[config.mk]
export PLATFORM = sky130hd
export DESIGN_NAME = axil_gpio_regs_flat
export DESIGN_NICKNAME = d
export VERILOG_FILES = /design/src/rtl/axil_gpio_regs_pkg.sv /design/src/rtl/axil_gpio_regs_if.sv /design/src/rtl/axil_gpio_regs_in_sync.sv /design/src/rtl/axil_gpio_regs.sv /design/src/flat_wrapper.sv
export SDC_FILE = /design/constraint.sdc
export NUM_CORES = 1
export LEC_CHECK = 0
export ABC_AREA = 1
export ABC_CLOCK_PERIOD_IN_PS = 2800
export BUFFER_PORTS_ARGS = -buffer_cell sky130_fd_sc_hd__buf_2
export CAP_MARGIN = 10
export CORE_UTILIZATION = 30
export DETAILED_ROUTE_END_ITERATION = 10
export HOLD_SLACK_MARGIN = 0.02
export PLACE_DENSITY = 0.63
export SLEW_MARGIN = 10
export SYNTH_ARGS = -nofsm -noshare
export SYNTH_HDL_FRONTEND = slang
export SYNTH_HIERARCHICAL = 1
export SYNTH_SLANG_ARGS = --single-unit
[constraint.sdc]
create_clock -name clk -period 2.8 [get_ports clk]
set_input_delay 0 -clock clk [delete_from_list [all_inputs] [get_ports clk]]
set_output_delay 0 -clock clk [all_outputs]
set_load 0.01 [all_outputs]
[src/rtl/axil_gpio_regs_pkg.sv]
// Shared constants, types and helpers for the GPIO register block:
// register offsets, AXI response codes, field positions and byte-strobe expansion.
package gpio_regs_pkg;

  localparam logic [7:0] GPIO_ID_OFS      = 8'h00;
  localparam logic [7:0] GPIO_INPUTS_OFS  = 8'h04;
  localparam logic [7:0] GPIO_BTN_EVT_OFS = 8'h08;
  localparam logic [7:0] GPIO_LED_OFS     = 8'h0C;
  localparam logic [7:0] GPIO_SCRATCH_OFS = 8'h10;

  localparam logic [31:0] GPIO_ID_DEFAULT = 32'h4750_494F;

  localparam int INPUTS_SW_LSB  = 0;
  localparam int INPUTS_SW_W    = 4;
  localparam int INPUTS_BTN_LSB = 4;
  localparam int INPUTS_BTN_W   = 4;

  localparam int LED_RGB_LSB  = 0;
  localparam int LED_RGB_W    = 12;
  localparam int LED_MONO_LSB = 12;
  localparam int LED_MONO_W   = 4;

  typedef enum logic [1:0] {
    OKAY   = 2'b00,
    EXOKAY = 2'b01,
    SLVERR = 2'b10,
    DECERR = 2'b11
  } axi_resp_e;

  typedef enum logic [2:0] {
    SEL_ID,
    SEL_INPUTS,
    SEL_BTN_EVT,
    SEL_LED,
    SEL_SCRATCH,
    SEL_NONE
  } reg_sel_e;

  function automatic logic [31:0] strb_to_mask(input logic [3:0] strb);
    return {{8{strb[3]}}, {8{strb[2]}}, {8{strb[1]}}, {8{strb[0]}}};
  endfunction

endpackage

[src/rtl/axil_gpio_regs_if.sv]
// AXI-Lite bus between the Ethernet command engine (master) and its register slaves.
// 32-bit address, 32-bit data, 4-bit write strobe.
interface AXIL_IF;
  logic [31:0] awaddr;
  logic        awvalid;
  logic        awready;
  logic [31:0] wdata;
  logic [3:0]  wstrb;
  logic        wvalid;
  logic        wready;
  logic [1:0]  bresp;
  logic        bvalid;
  logic        bready;
  logic [31:0] araddr;
  logic        arvalid;
  logic        arready;
  logic [31:0] rdata;
  logic [1:0]  rresp;
  logic        rvalid;
  logic        rready;

  modport Master (
    output awaddr, awvalid, input awready,
    output wdata, wstrb, wvalid, input wready,
    input  bresp, bvalid, output bready,
    output araddr, arvalid, input arready,
    input  rdata, rresp, rvalid, output rready
  );

  modport Slave (
    input  awaddr, awvalid, output awready,
    input  wdata, wstrb, wvalid, output wready,
    output bresp, bvalid, input bready,
    input  araddr, arvalid, output arready,
    output rdata, rresp, rvalid, input rready
  );
endinterface

[src/rtl/axil_gpio_regs_in_sync.sv]
// Multi-flop synchronizer for asynchronous board inputs, followed by a delay
// flop that yields a one-cycle pulse on each rising edge of the synced value.
module gpio_in_sync #(
  parameter int WIDTH  = 4,
  parameter int STAGES = 2
) (
  input  logic             clk,
  input  logic             reset_n,
  input  logic [WIDTH-1:0] d_i,
  output logic [WIDTH-1:0] sync_o,
  output logic [WIDTH-1:0] rise_o
);

  logic [STAGES-1:0][WIDTH-1:0] sync_q;
  logic [WIDTH-1:0]             dly_q;

  // NOTE: non-blocking assignments let every stage sample the previous stage's
  // old value on the same edge; blocking ones would collapse the chain into one flop.
  always_ff @(posedge clk or negedge reset_n) begin
    if (!reset_n) begin
      sync_q <= '0;
      dly_q  <= '0;
    end else begin
      sync_q <= {sync_q[STAGES-2:0], d_i};
      dly_q  <= sync_q[STAGES-1];
    end
  end

  assign sync_o = sync_q[STAGES-1];
  assign rise_o = sync_q[STAGES-1] & ~dly_q;

endmodule

[src/rtl/axil_gpio_regs.sv]
// AXI-Lite register slave for board switches, buttons and LEDs: ID, synced inputs,
// sticky W1C button events, LED drive and a scratch register.
module axil_gpio_regs
  import gpio_regs_pkg::*;
#(
  parameter logic [31:0] ID_VALUE      = GPIO_ID_DEFAULT,
  parameter logic [15:0] LED_RESET     = 16'h0000,
  parameter int          SYNC_STAGES   = 2,
  parameter int          DECODE_BITS   = 8,
  parameter logic [1:0]  UNMAPPED_RESP = 2'b10
) (
  input  logic         clk,
  input  logic         reset_n,
  AXIL_IF.Slave        axil_if,
  input  logic [3:0]   sw,
  input  logic [3:0]   btn,
  output logic [11:0]  led_rgb,
  output logic [3:0]   led_mono
);

  logic                   aw_held_q, aw_held_d, w_held_q, w_held_d;
  logic [DECODE_BITS-1:0] aw_addr_q, aw_addr_d;
  logic [31:0]            w_data_q, w_data_d;
  logic [3:0]             w_strb_q, w_strb_d;
  logic                   bvalid_q, bvalid_d, rvalid_q, rvalid_d;
  logic [1:0]             bresp_q, bresp_d, rresp_q, rresp_d;
  logic [31:0]            rdata_q, rdata_d;
  logic [15:0]            led_q, led_d;
  logic [31:0]            scratch_q, scratch_d;
  logic [3:0]             evt_q, evt_d;

  logic [3:0] sw_sync, btn_sync, btn_rise, unused_sw_rise, evt_clr;
  logic       unused_addr_bits;

  gpio_in_sync #(.WIDTH(4), .STAGES(SYNC_STAGES)) u_sw_sync (
    .clk(clk), .reset_n(reset_n), .d_i(sw), .sync_o(sw_sync), .rise_o(unused_sw_rise)
  );

  gpio_in_sync #(.WIDTH(4), .STAGES(SYNC_STAGES)) u_btn_sync (
    .clk(clk), .reset_n(reset_n), .d_i(btn), .sync_o(btn_sync), .rise_o(btn_rise)
  );

  assign unused_addr_bits = ^{axil_if.awaddr[31:DECODE_BITS], axil_if.araddr[31:DECODE_BITS]};

  function automatic reg_sel_e decode(input logic [DECODE_BITS-1:0] addr);
    logic [DECODE_BITS-1:0] ofs;
    ofs = addr & ~DECODE_BITS'(3);
    if (ofs == DECODE_BITS'(GPIO_ID_OFS))      return SEL_ID;
    if (ofs == DECODE_BITS'(GPIO_INPUTS_OFS))  return SEL_INPUTS;
    if (ofs == DECODE_BITS'(GPIO_BTN_EVT_OFS)) return SEL_BTN_EVT;
    if (ofs == DECODE_BITS'(GPIO_LED_OFS))     return SEL_LED;
    if (ofs == DECODE_BITS'(GPIO_SCRATCH_OFS)) return SEL_SCRATCH;
    return SEL_NONE;
  endfunction

  reg_sel_e    wr_sel, rd_sel;
  logic        commit, aw_hs, w_hs, ar_hs;
  logic [31:0] wmask, rd_data;

  assign aw_hs  = axil_if.awvalid & ~aw_held_q;
  assign w_hs   = axil_if.wvalid & ~w_held_q;
  assign ar_hs  = axil_if.arvalid & ~rvalid_q;
  assign commit = aw_held_q & w_held_q & ~bvalid_q;
  assign wr_sel = decode(aw_addr_q);
  assign rd_sel = decode(axil_if.araddr[DECODE_BITS-1:0]);
  assign wmask  = strb_to_mask(w_strb_q);

  always_comb begin
    // NOTE: every variable gets a default first so no path leaves it unassigned
    // (which would infer a latch).
    aw_held_d = aw_held_q;
    aw_addr_d = aw_addr_q;
    w_held_d  = w_held_q;
    w_data_d  = w_data_q;
    w_strb_d  = w_strb_q;
    bvalid_d  = bvalid_q;
    bresp_d   = bresp_q;
    led_d     = led_q;
    scratch_d = scratch_q;
    evt_clr   = '0;

    if (aw_hs) begin
      aw_held_d = 1'b1;
      aw_addr_d = axil_if.awaddr[DECODE_BITS-1:0];
    end
    if (w_hs) begin
      w_held_d = 1'b1;
      w_data_d = axil_if.wdata;
      w_strb_d = axil_if.wstrb;
    end

    if (commit) begin
      aw_held_d = 1'b0;
      w_held_d  = 1'b0;
      bvalid_d  = 1'b1;
      bresp_d   = (wr_sel == SEL_NONE) ? UNMAPPED_RESP : OKAY;
      case (wr_sel)
        SEL_LED:     led_d     = (led_q & ~wmask[15:0]) | (w_data_q[15:0] & wmask[15:0]);
        SEL_SCRATCH: scratch_d = (scratch_q & ~wmask) | (w_data_q & wmask);
        SEL_BTN_EVT: if (w_strb_q[0]) evt_clr = w_data_q[3:0];
        default: ;
      endcase
    end else if (bvalid_q && axil_if.bready) begin
      bvalid_d = 1'b0;
    end

    // A fresh edge outranks a simultaneous clear so no press is ever lost.
    evt_d = (evt_q & ~evt_clr) | btn_rise;
  end

  always_comb begin
    rd_data = '0;
    case (rd_sel)
      SEL_ID: rd_data = ID_VALUE;
      SEL_INPUTS: begin
        rd_data[INPUTS_SW_LSB +: INPUTS_SW_W]   = sw_sync;
        rd_data[INPUTS_BTN_LSB +: INPUTS_BTN_W] = btn_sync;
      end
      SEL_BTN_EVT: rd_data[3:0]  = evt_q;
      SEL_LED:     rd_data[15:0] = led_q;
      SEL_SCRATCH: rd_data       = scratch_q;
      default: ;
    endcase

    rvalid_d = rvalid_q;
    rdata_d  = rdata_q;
    rresp_d  = rresp_q;
    if (ar_hs) begin
      rvalid_d = 1'b1;
      rdata_d  = rd_data;
      rresp_d  = (rd_sel == SEL_NONE) ? UNMAPPED_RESP : OKAY;
    end else if (rvalid_q && axil_if.rready) begin
      rvalid_d = 1'b0;
    end
  end

  always_ff @(posedge clk or negedge reset_n) begin
    if (!reset_n) begin
      aw_held_q <= 1'b0;
      aw_addr_q <= '0;
      w_held_q  <= 1'b0;
      w_data_q  <= '0;
      w_strb_q  <= '0;
      bvalid_q  <= 1'b0;
      bresp_q   <= '0;
      rvalid_q  <= 1'b0;
      rdata_q   <= '0;
      rresp_q   <= '0;
      led_q     <= LED_RESET;
      scratch_q <= '0;
      evt_q     <= '0;
    end else begin
      aw_held_q <= aw_held_d;
      aw_addr_q <= aw_addr_d;
      w_held_q  <= w_held_d;
      w_data_q  <= w_data_d;
      w_strb_q  <= w_strb_d;
      bvalid_q  <= bvalid_d;
      bresp_q   <= bresp_d;
      rvalid_q  <= rvalid_d;
      rdata_q   <= rdata_d;
      rresp_q   <= rresp_d;
      led_q     <= led_d;
      scratch_q <= scratch_d;
      evt_q     <= evt_d;
    end
  end

  assign axil_if.awready = ~aw_held_q;
  assign axil_if.wready  = ~w_held_q;
  assign axil_if.bvalid  = bvalid_q;
  assign axil_if.bresp   = bresp_q;
  assign axil_if.arready = ~rvalid_q;
  assign axil_if.rvalid  = rvalid_q;
  assign axil_if.rdata   = rdata_q;
  assign axil_if.rresp   = rresp_q;

  assign led_rgb  = led_q[LED_RGB_LSB +: LED_RGB_W];
  assign led_mono = led_q[LED_MONO_LSB +: LED_MONO_W];

endmodule

[src/flat_wrapper.sv]
// flat-port wrapper written by rule: the top's interface ports become plain ports
module axil_gpio_regs_flat import gpio_regs_pkg::*;
#(
  parameter logic [31:0] ID_VALUE      = GPIO_ID_DEFAULT,
  parameter logic [15:0] LED_RESET     = 16'h0000,
  parameter int          SYNC_STAGES   = 2,
  parameter int          DECODE_BITS   = 8,
  parameter logic [1:0]  UNMAPPED_RESP = 2'b10
)
  (clk, reset_n, sw, btn, led_rgb, led_mono, axil_if_awaddr, axil_if_awvalid, axil_if_awready, axil_if_wdata, axil_if_wstrb, axil_if_wvalid, axil_if_wready, axil_if_bresp, axil_if_bvalid, axil_if_bready, axil_if_araddr, axil_if_arvalid, axil_if_arready, axil_if_rdata, axil_if_rresp, axil_if_rvalid, axil_if_rready);
  AXIL_IF axil_if_i ();
  input  logic clk;
  input  logic reset_n;
  input  logic [3:0] sw;
  input  logic [3:0] btn;
  output logic [11:0] led_rgb;
  output logic [3:0] led_mono;
  input wire logic [$bits(axil_if_i.awaddr)-1:0] axil_if_awaddr;
  input wire logic [$bits(axil_if_i.awvalid)-1:0] axil_if_awvalid;
  output wire logic [$bits(axil_if_i.awready)-1:0] axil_if_awready;
  input wire logic [$bits(axil_if_i.wdata)-1:0] axil_if_wdata;
  input wire logic [$bits(axil_if_i.wstrb)-1:0] axil_if_wstrb;
  input wire logic [$bits(axil_if_i.wvalid)-1:0] axil_if_wvalid;
  output wire logic [$bits(axil_if_i.wready)-1:0] axil_if_wready;
  output wire logic [$bits(axil_if_i.bresp)-1:0] axil_if_bresp;
  output wire logic [$bits(axil_if_i.bvalid)-1:0] axil_if_bvalid;
  input wire logic [$bits(axil_if_i.bready)-1:0] axil_if_bready;
  input wire logic [$bits(axil_if_i.araddr)-1:0] axil_if_araddr;
  input wire logic [$bits(axil_if_i.arvalid)-1:0] axil_if_arvalid;
  output wire logic [$bits(axil_if_i.arready)-1:0] axil_if_arready;
  output wire logic [$bits(axil_if_i.rdata)-1:0] axil_if_rdata;
  output wire logic [$bits(axil_if_i.rresp)-1:0] axil_if_rresp;
  output wire logic [$bits(axil_if_i.rvalid)-1:0] axil_if_rvalid;
  input wire logic [$bits(axil_if_i.rready)-1:0] axil_if_rready;
  assign axil_if_i.awaddr = axil_if_awaddr;
  assign axil_if_i.awvalid = axil_if_awvalid;
  assign axil_if_awready = axil_if_i.awready;
  assign axil_if_i.wdata = axil_if_wdata;
  assign axil_if_i.wstrb = axil_if_wstrb;
  assign axil_if_i.wvalid = axil_if_wvalid;
  assign axil_if_wready = axil_if_i.wready;
  assign axil_if_bresp = axil_if_i.bresp;
  assign axil_if_bvalid = axil_if_i.bvalid;
  assign axil_if_i.bready = axil_if_bready;
  assign axil_if_i.araddr = axil_if_araddr;
  assign axil_if_i.arvalid = axil_if_arvalid;
  assign axil_if_arready = axil_if_i.arready;
  assign axil_if_rdata = axil_if_i.rdata;
  assign axil_if_rresp = axil_if_i.rresp;
  assign axil_if_rvalid = axil_if_i.rvalid;
  assign axil_if_i.rready = axil_if_rready;
  axil_gpio_regs #(.ID_VALUE(ID_VALUE), .LED_RESET(LED_RESET), .SYNC_STAGES(SYNC_STAGES), .DECODE_BITS(DECODE_BITS), .UNMAPPED_RESP(UNMAPPED_RESP)) u_core (.clk(clk), .reset_n(reset_n), .axil_if(axil_if_i), .sw(sw), .btn(btn), .led_rgb(led_rgb), .led_mono(led_mono));
endmodule
==> flow_metrics.env, run 1 <==
export IMPL_status="complete, no violations"
export IMPL_final_instance_count_excl_fill=1084
export IMPL_final_area_mm2=0.00819
export IMPL_leakage_nw=4.25
export IMPL_antenna_found_initial=0
export IMPL_cts_max_level=4
export IMPL_finalHoldViolations=0
export IMPL_max_cap_violations=0
export IMPL_r2r_start="u_core/axil_if.bvalid$_DFFE_PN0P_"
export IMPL_clk_path_buf_depth=2
export IMPL_slew_headroom=0.333
export IMPL_pwr_density_cell_mw_per_mm2=844
export IMPL_drive_gt1_frac=0.268
export IMPL_cts_root_buf="clkbuf_16"
export IMPL_cts_resized=0
export IMPL_vias_per_cell=4.29
export IMPL_grt_pass1_vias=4778
export IMPL_hold_start="axil_if_araddr[2]"
export IMPL_finalSetupViolations=0
export IMPL_rows=52
export IMPL_drt_pass1_iter_count=5
export IMPL_cp_start_kind="flop"
export IMPL_synth_area_per_cell_um2=9.82
export IMPL_numCtsBuffers=17
export IMPL_grt_overflow=0
export IMPL_worstPathArrival_ps=2130
export IMPL_ir_worst_vdd_v=0.000525
export IMPL_crit_start="u_core/axil_if.bvalid$_DFFE_PN0P_"
export IMPL_portBuffers=117
export IMPL_crit_path_end_kind="flop"
export IMPL_worstMarginPinSlew_ps=1000
export IMPL_clkTransAtPathRegs_ps=60
export IMPL_worstPathCellList="inv_1 -> nand3_2 -> inv_2 -> nand2_2 -> nor2_8 -> nand2_2 -> nand2_1 -> nand2_1"
export IMPL_fin_nets=916
export IMPL_wl_um=15100
export IMPL_placed_area_mm2=0.00703
export IMPL_holdBufCountCts=54
export IMPL_ios=172
export IMPL_synthCells=637
export IMPL_fill_cells=2025
export IMPL_area_delta_synth_final_pct=30.9
export IMPL_diodes=0
export IMPL_finalCriticalPeriod_ps=1820
export IMPL_detail_route_antenna_nets=0
export IMPL_clk_latency_ps=420
export IMPL_grt_max_degree=113
export IMPL_post_drt_wl_per_cell_um=14.0
export IMPL_netlist_area_mm2=0.00626
export IMPL_die_area_mm2=0.0214
export IMPL_finalSetupTns_ps=0
export IMPL_critPathRequiredTime_ps=3110
export IMPL_core_area_mm2=0.0204
export IMPL_cts_sinks=152
export IMPL_finalCritPeriodShare=0.651
export IMPL_max_freq_mhz=549
export IMPL_skew_ps=7.74
export IMPL_grt_pass1_wl_um=25000
export IMPL_crit_path_max_fanout=36
export IMPL_path_buf_inv=2
export IMPL_crit_family="simple AND/OR/NAND/NOR gates"
export IMPL_slew_violations=0
export IMPL_hpwl_um=10400
export IMPL_drtIter0Drc=358
export IMPL_vias=4647
export IMPL_cp_slowest_cell="nor2_8"
export IMPL_route_detailed_drc=0
export IMPL_hold_class="in -> reg"
export IMPL_die_h_um=146
export IMPL_cts_setup_buffers=0
export IMPL_gp_congestion=0.812
export IMPL_track_usage=0.150
export IMPL_synth_warnings=6
export IMPL_die_x_um=146
export IMPL_dp_cells=998
export IMPL_start_util=0.307
export IMPL_cts_tree="built"
export IMPL_criticalPathCategory="reg -> reg"
export IMPL_cpPeakStageDelay_ps=450
export IMPL_grt_setup_unrepaired="no"
==> power by group <==
part | total [W] | internal [W] | switching (W)
Sequential | 0.00325 | 0.00276 | 0.000495
Clock | 0.00237 | 0.00146 | 0.000910
Combinational | 0.00129 | 0.000601 | 0.000692
Total | 0.00691 | 0.00482 | 0.00210
==> per-stage QoR <==
step	setup slack (ps)	power, W	hold slack (ps)	util
after floorplan	1470	0.00402	-296	-
after global placement	1020	0.00448	109	0.345
after detailed placement	1010	0.00453	111	0.345
after CTS	997	0.00700	64.7	0.402
after global routing	845	0.00729	121	0.402
final	978	0.00691	98.6	0.402
==> final timing paths <==
path | end | slack (ps) | cells after the start
max | flop | 980 | 8
min | u_core/axil_if.rdata[15]$_DFFE_PN0P_ | 100 | 5
max reg2reg | flop | 980 | 8
min reg2reg | u_core/u_btn_sync/sync_o[2]$_DFF_PN0_ | 350 | 0
max in group asynchronous | u_core/axil_if.rdata[17]$_DFFE_PN0P_ | 1640 | 3
min in group asynchronous | u_core/u_btn_sync/sync_q[1]$_DFF_PN0_ | 300 | 2
==> per-layer routing <==
metal | track usage | vias up | part of all wire
li1 | - | 2355 | -
met1 | 0.206 | 2167 | 0.49
met2 | 0.229 | 110 | 0.45
met3 | 0.0338 | 15 | 0.043
met4 | 0.0599 | 0 | 0.015
met5 | 0 | - | 0
==> cell type report <==
cell class / count / area [µm²] / area share
multi-input combinational: 416 / 2120 / 0.258
tap: 270 / 338 / 0.0413
inverter: 38 / 143 / 0.0174
timing repair buffer: 176 / 1170 / 0.143
sequential: 152 / 3800 / 0.464
clock inverter: 13 / 166 / 0.0203
clock buffer: 19 / 453 / 0.0553
==> worst min-delay path, delay by kind of cell <==
kind / cells / cell delay (ps)
buf+inv: 1 / 200
simple gates: 4 / 260
==> layout by cell type, fill, tap and decap left out, types with 4 or more instances in the layout <==
master and n:
nand3_1 61, a21oi_1 14, dlygate4sd3_1 54, nand2_2 7, dfrtp_1 152, mux2_2 37
nor2_1 25, nand2_1 228, inv_6 4, buf_2 116, inv_2 4, inv_1 33
nor2_2 7, buf_4 5, clkbuf_16 17, o21ai_0 18
Note: power is estimated with default switching activity, not from simulation.
==> run 2: changes to the inputs <==
- ABC_CLOCK_PERIOD_IN_PS: 2800 -> 1750
- clock period: 2.8 -> 1.75 ns (I/O delays scaled with it)
==> run 2 against run 1 <==
  * Sequential power up 58%
  * Core utilization rose by 0.39 points
  * Combinational power increased by 74%
  * Fmax up 14%
  * Die area unchanged
  * Worst hold slack worse by 34 ps
  * Final cell count increased by 0.83%
  * Final area up 0.98%
  * First-iteration DRC count decreased by 14%
  * Routed wire length is 2.6% higher
  * Clock power increased by 51%
  * Highest routed layer unchanged
==> flow_metrics.env, run 2 (synthesized netlist as in run 1, its figures left out) <==
export IMPL_slew_violations=0
export IMPL_cts_root_buf="clkbuf_16"
export IMPL_post_drt_wl_per_cell_um=14.2
export IMPL_grt_max_degree=52
export IMPL_numCtsBuffers=17
export IMPL_track_usage=0.154
export IMPL_grt_pass1_vias=4822
export IMPL_start_util=0.307
export IMPL_mostFrequentLayoutCells="nand2_1, dfrtp_1, buf_2"
export IMPL_drive_gt1_frac=0.276
export IMPL_diodes=0
export IMPL_core_area_mm2=0.0204
export IMPL_rows=52
export IMPL_finalCritPeriodShare=0.914
export IMPL_grt_overflow=0
export IMPL_final_area_mm2=0.00827
export IMPL_die_area_mm2=0.0214
export IMPL_die_x_um=146
export IMPL_total_power_w=0.0110
export IMPL_skew_ps=10.4
export IMPL_fill_cells=1977
export IMPL_clk_path_buf_depth=2
export IMPL_status="complete, no violations"
export IMPL_p_switching_w=0.00338
export IMPL_detail_route_antenna_nets=0
export IMPL_drtIter0Drc=308
export IMPL_finalCriticalPeriod_ps=1600
export IMPL_cts_sinks=152
export IMPL_criticalPathCategory="reg -> reg"
export IMPL_cp_start_kind="flop"
export IMPL_max_freq_mhz=625
export IMPL_grt_pass1_wl_um=25800
export IMPL_finalSetupViolations=0
export IMPL_hpwl_um=10700
export IMPL_p_comb_frac=0.205
export IMPL_cts_tree="built"
export IMPL_timing_hold_ws_ps=64.7
export IMPL_antenna_found_initial=0
export IMPL_crit_path_end_kind="flop"
export IMPL_area_delta_synth_final_pct=32.2
export IMPL_pwr_density_cell_mw_per_mm2=1330
export IMPL_vias=4724
export IMPL_worstPathArrival_ps=1950
export IMPL_seq_power_share=0.469
export IMPL_fin_nets=926
export IMPL_p_int_w=0.00760
export IMPL_placed_area_mm2=0.00712
export IMPL_grt_setup_unrepaired="no"
export IMPL_layout_commonest_cell="nand2_1"
export IMPL_drt_pass1_iter_count=4
export IMPL_wl_um=15500
export IMPL_finalSetupTns_ps=0
export IMPL_portBuffers=117
export IMPL_critPathRequiredTime_ps=2100
export IMPL_clk_latency_ps=420
export IMPL_crit_path_max_fanout=11
export IMPL_gp_congestion=0.780
export IMPL_hold_class="in -> reg"
export IMPL_finalHoldViolations=0
export IMPL_ir_worst_vdd_v=0.000831
export IMPL_cts_max_level=4
export IMPL_route_detailed_drc=0
export IMPL_die_h_um=146
export IMPL_ios=172
export IMPL_clkTransAtPathRegs_ps=60
export IMPL_vias_per_cell=4.32
export IMPL_max_cap_violations=0
export IMPL_clkPwrFrac=0.326
export IMPL_netSwitchingFraction=0.308
export IMPL_leakage_nw=4.28
==> run 2: cell count changes in the layout (fill, tap and decap cells not counted), sizes merged <==
cell / before / now
buf: 122 / 131
clkinvlp: 3 / 6
clkbuf: 19 / 20
clkinv: 4 / 3
bufinv: 3 / 2
inv: 41 / 38
nor2: 36 / 37
==> run 2: per-stage QoR <==
step | std cells | util | worst slack (ps)
final | 1093 | 0.406 | 150
after global routing | 1093 | 0.406 | 7.76
after CTS | 1090 | 0.405 | 86.7
after detailed placement | 1005 | 0.350 | 95.8
after global placement | 1005 | 0.350 | 114
after floorplan | 638 | - | 417
==> run 2: path summary, 6_finish.rpt <==
kind | startpoint | to | slack (ps) | depth (start not counted)
setup / recovery | u_core/aw_addr_q[2]$_DFFE_PN0P_ | flop | 150 | 6
hold reg to reg | u_core/u_btn_sync/sync_q[1]$_DFF_PN0_ | u_core/u_btn_sync/sync_o[1]$_DFF_PN0_ | 350 | 0
min in group asynchronous | reset_n | async pin | 70 | 2
hold / removal | axil_if_araddr[2] | u_core/axil_if.rdata[10]$_DFFE_PN0P_ | 60 | 5
setup reg to reg | u_core/aw_addr_q[2]$_DFFE_PN0P_ | flop | 150 | 6
max in group asynchronous | reset_n | async pin | 1030 | 3
==> run 2: area by class of cell <==
class	count	area (µm²)	area share
Clock buffer	20	457	0.0552
Clock inverter	11	124	0.0150
Inverter	38	143	0.0172
Multi-Input combinational cell	417	2130	0.258
Sequential cell	152	3800	0.460
Tap cell	270	338	0.0409
Timing Repair Buffer	185	1270	0.154
==> run 2: timing repair <==
| item | CTS | global route |
|---|---|---|
| hold endpoints to repair | 205 | 0 |
| hold buffers | 54 | 0 |
| endpoints found under the setup margin | 0 | 34 |
| resized for setup | 0 | 1 |
| setup buffers | 0 | 2 |
==> run 2: per-layer routing <==
metal	up-vias	wire, µm	track usage
li1	2376	-	-
met1	2226	7720	0.218
met2	97	6920	0.225
met3	25	509	0.0344
met4	0	373	0.0677
met5	-	0	0
==> run 2: worst max-delay path: stages, from the launching register on <==
cell	delay, ps
dfrtp_1	410
a21oi_1	200
nand3_2	250
nor2_8	300
buf_4	210
nand3_1	90
nand2_1	80
==> run 2: power by group through the flow <==
| stage | Sequential [W] | Clock (W) | Combinational (W) |
|---|---|---|---|
| final | 0.00515 | 0.00359 | 0.00225 |
| after detailed placement | 0.00521 | 0 | 0.00215 |
| after global routing | 0.00529 | 0.00384 | 0.00251 |
| after CTS | 0.00515 | 0.00366 | 0.00225 |
| after floorplan | 0.00500 | 0 | 0.00143 |
| after global placement | 0.00518 | 0 | 0.00209 |
